### config.mk
export PLATFORM = sky130hd
export DESIGN_NAME = sram_controller
export DESIGN_NICKNAME = d
export VERILOG_FILES = /design/src/rtl/sram_controller.sv
export SDC_FILE = /design/constraint.sdc
export NUM_CORES = 1
export LEC_CHECK = 0
export CAP_MARGIN = 30
export CORE_ASPECT_RATIO = 0.6
export CORE_MARGIN = 3
export CORE_UTILIZATION = 44
export DETAILED_ROUTE_END_ITERATION = 8
export PLACE_DENSITY = 0.87
export SLEW_MARGIN = 20
export SYNTH_ARGS = -nofsm -noshare
export SYNTH_HDL_FRONTEND = slang
export SYNTH_SLANG_ARGS = --single-unit
### constraint.sdc
create_clock -name clk -period 3.1 [get_ports clk]
set_clock_uncertainty 0.1 [all_clocks]
set_input_delay 0.62 -clock clk [delete_from_list [all_inputs] [get_ports clk]]
set_output_delay 0.62 -clock clk [all_outputs]
set_load 0.01 [all_outputs]
### src/rtl/sram_controller.sv
// Data-memory responder for the MEM stage: serves 32-bit loads/stores from a
// 256K x 16 SRAM as two halfword phases, holding ready low while busy.
module sram_controller #(
    parameter int unsigned ACCESS_CYCLES = 2,
    parameter int unsigned ADDR_OFFSET   = 1024
) (
    input  logic        clk,
    input  logic        rst,
    input  logic        mem_r_en,
    input  logic        mem_w_en,
    input  logic [31:0] addr,
    input  logic [31:0] wdata,
    output logic [31:0] rdata,
    output logic        ready,
    output logic [17:0] sram_addr,
    output logic [15:0] sram_dq_out,
    output logic        sram_dq_oe,
    input  logic [15:0] sram_dq_in,
    output logic        sram_we_n
);

    typedef enum logic [1:0] {
        IDLE,
        LO,
        HI,
        DONE
    } state_t;

    state_t      state;
    state_t      next_state;
    logic [3:0]  cnt;
    logic [16:0] word_q;
    logic [31:0] wdata_q;
    logic        write_q;
    logic        req;
    logic        cnt_last;
    logic [16:0] word;

    assign req      = mem_r_en | mem_w_en;
    assign cnt_last = (cnt == 4'(ACCESS_CYCLES - 1));
    assign word     = 17'((addr - 32'(ADDR_OFFSET)) >> 2);
    assign ready    = (state == DONE) || ((state == IDLE) && !req);

    always_ff @(posedge clk or negedge rst) begin
        if (!rst) begin
            state   <= IDLE;
            cnt     <= '0;
            word_q  <= '0;
            wdata_q <= '0;
            write_q <= 1'b0;
            rdata   <= '0;
        end else begin
            state <= next_state;
            case (state)
                IDLE: begin
                    if (req) begin
                        word_q  <= word;
                        wdata_q <= wdata;
                        write_q <= mem_w_en;
                        cnt     <= '0;
                    end
                end
                LO, HI: begin
                    cnt <= cnt_last ? '0 : cnt + 4'd1;
                    // Read data is sampled on the final cycle of each phase.
                    if (cnt_last && !write_q) begin
                        if (state == LO) rdata[15:0]  <= sram_dq_in;
                        else             rdata[31:16] <= sram_dq_in;
                    end
                end
                default: ;
            endcase
        end
    end

    always_comb begin
        next_state  = state;
        sram_addr   = {word_q, 1'b0};
        sram_dq_out = '0;
        sram_dq_oe  = 1'b0;
        sram_we_n   = 1'b1;
        case (state)
            IDLE: begin
                if (req) next_state = LO;
            end
            LO: begin
                sram_we_n   = !write_q;
                sram_dq_oe  = write_q;
                sram_dq_out = write_q ? wdata_q[15:0] : '0;
                if (cnt_last) next_state = HI;
            end
            HI: begin
                sram_addr   = {word_q, 1'b1};
                sram_we_n   = !write_q;
                sram_dq_oe  = write_q;
                sram_dq_out = write_q ? wdata_q[31:16] : '0;
                if (cnt_last) next_state = DONE;
            end
            DONE: begin
                next_state = IDLE;
            end
            default: begin
                next_state = IDLE;
            end
        endcase
    end

endmodule

# Word level (Yosys, flattened, before mapping)
# Index checks and enable logic that the tools add are counted.
dict set report classes {
  reduce_logical 13
  n_bitwise 2
  add_sub_neg 2
  n_eq_ne 7
  muxes 13
}
# cell count
set ops {}
lappend ops {{16-bit two-way mux} 2}
lappend ops {{16-bit case mux with 2 select lines} 1}
lappend ops {{19-bit by 11-bit subtractor with 19-bit output, second input constant} 1}
lappend ops {{3-bit AND reduction} 3}
lappend ops {{4-bit two-way mux} 2}
lappend ops {{2-bit case mux with 4 select lines} 1}
lappend ops {{4-bit case mux with 2 select lines} 1}
lappend ops {{2-bit two-way mux} 3}
lappend ops {{2-bit != test, second input constant} 3}
lappend ops {{4-bit by 1-bit adder with 4-bit output, second input constant} 1}
lappend ops {{2-bit == test, second input constant} 2}
lappend ops {{4-bit by 1-bit == test with 1-bit output, second input constant} 1}
lappend ops {{2-bit AND reduction} 2}
lappend ops {{1-bit two-way mux} 3}
lappend ops {{2-bit by 1-bit == test with 1-bit output, second input constant} 1}
lappend ops {{1-bit logical AND} 2}
lappend ops {{1-bit logical NOT} 2}
lappend ops {{2-bit logical NOT} 1}
lappend ops {{2-bit nonzero test} 1}
lappend ops {{2-bit OR reduction} 1}
lappend ops {{1-bit logical OR} 1}
lappend ops {{1-bit inverter} 1}
lappend ops {{1-bit bitwise OR} 1}
dict set report totals {
  register_bits 88
  elab_cells 44
  out_inout_bits 69
}

# Longest topological paths before layout
dict set report depth {
  depth_word 4
  ltp_mapped 8
  ltp_nobuf 5
}

# Worst setup path before layout
# No wires, ideal clock.
dict set report synth_path {
  kind {reg-to-output}
  from {register state[0]}
  to {output port sram_dq_out[0]}
  arrival_time_ns 1.581
  slack_ns 0.799
  stages_incl_launch_ff 7
  path_buffers 2
  cell_sequence {dfrtp_1 > inv_1 > ha_1 > clkbuf_1 > nand2_1 > clkbuf_1 > nor2_1}
}
dict set report synth_between {
  elab_chain_cells 2
}
# item line
set synth_lines {}
lappend synth_lines {{from (decl)} 29} ;# state_t state;
lappend synth_lines {{from (signal assigned)} 53} ;# state <= next_state;
lappend synth_lines {{2-bit == test or 2-bit by 1-bit == test with 1-bit output (tied branches)} 82} ;# case (state)
lappend synth_lines {{16-bit case mux with 2 select lines *} 82}
lappend synth_lines {{to (decl)} 16} ;# output logic [15:0] sram_dq_out,
# Every way passes the cells marked *; elsewhere a longest branch is shown, timed or not.

# Worst setup path in the final report
dict set report layout_path {
  from {register state[1]}
  to {output port sram_dq_out[15]}
}
# The elaborated chain is that of the path after synthesis.

==> results by stage <==
Global routing:
- The via count of the first global-routing pass is 3,265.
- The global-route usage over all layers is 20.44%.
- The number of antenna violations at the first check in global routing is 0.
- The maximum number of pins on one net before global-route repair is 45.
- The overflow left after global routing is 0.
- The wire length of the first global-routing pass is 16.19 mm.

Worst setup path:
- The worst setup path is of the reg -> out kind.
- The sort of element at the start of the critical path is a flip-flop.
- The logic depth of the worst register-to-register path is 5.
- For the worst setup path, the data required time is ~2.4 ns.
- The cell with the biggest individual delay on the critical path is clkdlybuf4s50_1.
- The critical path goes through inv_1 -> ha_2 -> nand2_1 -> buf_4 -> nor2_1 -> clkdlybuf4s50_1.
- The delay of the slowest cell on the worst path is between 0.5 and 0.6 ns.
- The origin of the critical flop-to-flop path is cnt[1].
- The category of the worst setup path capture point is a primary output.
- The data arrival time of the critical path is about 2.2 ns.
- In this run the worst setup path begins at state[1].
- In this run the worst path has a maximum fanout of 18.

Yosys:
- The number of nets handed over by synthesis was about 470.
- The leading register cell type out of synthesis is dfrtp_1.
- The library cell with the highest instance count after synthesis is nand2_1.
- For this run, the register share of the synthesized area comes to 56.88%.
- Ranked by total cell area, the synthesized netlist is headed by dfrtp_1 (57%), nand2_1 (13%), mux2_2 (6.7%), mux2_4 (3.9%), a22oi_1 (3.1%).
- After synthesis the netlist holds a flip-flop and latch count of 88.
- The synthesized netlist occupies a cell area of 0.003871 mm2.
- The cell type with the highest aggregate area in the netlist is dfrtp_1.
- The number of warnings printed during yosys synthesis is 0.
- Synthesis handed over a netlist of 373 instances.
- The number of flops mapped to enable cells by yosys is 0.
- Summed over its instances, the top area cell type makes up 56.88% of the synthesized netlist area.
- Counting instances in the post-synthesis netlist gives the leading cell types as nand2_1 (130), dfrtp_1 (88), mux2_2 (23), nor2_1 (21).
- The average size of a mapped cell is about 10 um2.
- The count of cell types in the netlist is 39.
- The share of async-settable or async-resettable flops after synthesis is between 90% and 100%.

Cells and area:
- From synthesis to final layout, the design area changed by 46.06%.
- The register area is 0.002202 mm2.
- The fraction of layout instances using a drive strength above 1 is 12.57%.
- The number of fill cells is 610.
- The number of nets in the finished design is around 600.
- The number of antenna diodes in the final layout is 0.
- Once layout is complete, the utilization of the core stands at a little under 70%.
- The multi-input logic area is 0.001562 mm2.

Routing:
- After detailed routing, the number of remaining DRC violations is 0.
- The wire length per cell is 15.44 um.
- After detailed routing, the total wire length is 9.649 mm.
- Dividing the detail-routed via count by the number of cells gives 5.075.
- The first routing iteration left between 100 and 150 violations.
- The count of nets left with antenna violations once routing finished came out at 0.
- Detailed routing inserted a total of approximately 3,200 vias.
- The first detailed-routing pass took 4 iterations.

Clocking:
- Clock-pin slew was measured on the worst setup and hold paths at 0.06 ns.
- The clock buffer count from CTS is 9.
- The buffer count from post-CTS setup fixing is 0.
- The H-tree generated during clock tree synthesis spans 3 levels.
- Counting along the longest clock path gives a buffer depth of 2.
- The later pin in the worst-skew pair is clocked with a latency of roughly 0.33 ns.
- The cell sitting at the root of the clock tree is a clkbuf_16.
- The TritonCTS clock tree is done.
- The sink count of the clock tree is 88.
- Hold repair after CTS inserted 0 buffers.

Floorplan:
- After floorplanning, the core was divided into 25 placement rows.
- Once the floorplan was initialized, standard cells occupied 47.24% of the core.
- The horizontal die dimension is 127.1 um.
- The die covers 0.009997 mm2.
- Pin placement for this block handled 153 I/O pins.
- The area inside the core boundary is 0.008195 mm2.
- The die boundary height is just under 80 um.

STA:
- The transition time of the tightest slew-check pin is 0.9705 ns.
- The final number of hold-violating endpoints is 0.
- The peak clock frequency supported by timing is 339.8 MHz.
- Setup violations remaining at the end of the flow were counted as 0.
- The worst-case headroom to the max-slew limit is 35.30%.
- Setup repair after global routing left no endpoint under its margin.
- The worst path needs 2.943 ns of the cycle, external delays included.
- The total negative slack for setup checks is 0 ns.
- The final count of pins violating max slew was 0.
- The portion of the clock cycle consumed by the worst path in the final layout is 94.92%.

Pwr:
- The worst-case IR drop observed on VDD is 0.0007035 V.
- The leakage power of the design is 2.588 nW.
- The power per cell area is 1008 mW/mm2.

Placed design:
- The number of buffer cells added on primary ports is 137.
- Routability-driven placement finished with a final weighted congestion of 0.8427.
- After legalization and detailed placement, the total HPWL measured 7.027 mm.

Outcome:
- The flow ran to the end, and the final reports show no timing, DRC or antenna violations.

Hold path:
- The tightest min-delay check is of the in -> async type.

Job:
- The tool flagged a number of max-cap violations equal to 0.
[cell families (layout without fill, tap and decap cells)]
| group | Yosys count | in the layout | share of synthesized area, % |
|---|---|---|---|
| muxes | 33 | 33 | 10.57 |
| DFF | 88 | 88 | 56.88 |
| AOI/OAI and AO/OA | 40 | 40 | 7.110 |
| adders and majority gates | 8 | 8 | 2.586 |
| xor gates and xnor gates | 2 | 2 | 0.4526 |
| and+or+nand+nor | 176 | 176 | 19.13 |
| buffers and inverters | 26 | 170 | 3.264 |
[repair_timing]
item,in CTS,in global routing
setup endpoints to repair,16,6
gates resized for setup,2,1
pin swaps,0,0
[metal layers]
layer  GRT usage [%]  vias up  routed length (um)
met5               0        -                   0
met4           5.889        0                 132
met3           8.294       13                 805
met2           31.65      109                4467
met1           26.61     1524                4243
li1                -     1526                   -
[worst max-delay path: cells and delay by family, from the launching register on]
kind / cells / cell delay, ns
fa+ha+maj: 1 / 0.41
buf+inv: 3 / 0.87
flops: 1 / 0.40
simple gates: 2 / 0.21
[area by class of cell]
cell class | count | area share, %
clock buffer | 12 | 4.182
clock inverter | 4 | 0.7966
inverter | 6 | 0.3983
multi-input combinational | 259 | 27.62
sequential | 88 | 38.95
tap | 108 | 2.390
timing repair buffer | 148 | 25.67
[flip-flops by register name, summed over array words and instances, names as in the netlist]
name,flops
wdata_q,32
state,2
write_q,1
cnt,4
word_q,17
rdata,32
[worst paths after layout]
| kind | end | slack [ns] |
|---|---|---|
| setup / recovery | sram_dq_out[15] | 0.16 |
| hold / removal | wdata_q[16] | 0.18 |
| setup reg to reg | rdata[18] | 0.53 |
| hold reg to reg | word_q[15] | 0.37 |
| max in group asynchronous | rdata[11] | 1.99 |
| min in group clk | word_q[15] | 0.37 |
[where the power goes]
part	switching, mW	internal [mW]	total (mW)
registers	0.320	1.72	2.04
clock network	0.404	0.621	1.02
logic	1.22	1.41	2.63
[cell usage in the layout, fill, tap and decap left out, drive strengths merged, types with 2 or more instances in the layout]
| cell type | count |
|---|---|
| clkdlybuf4s50 | 136 |
| o21ai | 10 |
| nor3b | 2 |
| buf | 12 |
| xnor2 | 2 |
| a22oi | 16 |
| nor2 | 21 |
| or3b | 3 |
| clkbuf | 12 |
| a31oi | 4 |
| mux2 | 33 |
| o31ai | 2 |
| ha | 8 |
| dfrtp | 88 |
| nand2b | 4 |
| nand2 | 130 |
| nand3 | 3 |
| clkinv | 3 |
| inv | 6 |
| nor3 | 2 |
| or3 | 3 |
| or4 | 4 |
[per-stage QoR]
stage / setup WS (ns) / hold WS (ns) / area [um2] / instances / power [mW]
3_3_place_gp: 0.1823 / 0.3571 / 5365 / 609 / 4.579
3_5_place_dp: 0.1729 / 0.3619 / 5365 / 609 / 4.692
4_1_cts: 0.1068 / 0.1928 / 5652 / 625 / 5.764
5_1_grt: 0.02318 / 0.2195 / 5654 / 625 / 6.117
6_report: 0.1575 / 0.1782 / 5654 / 625 / 5.697
2_1_floorplan: 0.7989 / 0.2244 / 3871 / 373 / 3.384
Power figures use the tool's default switching activity.
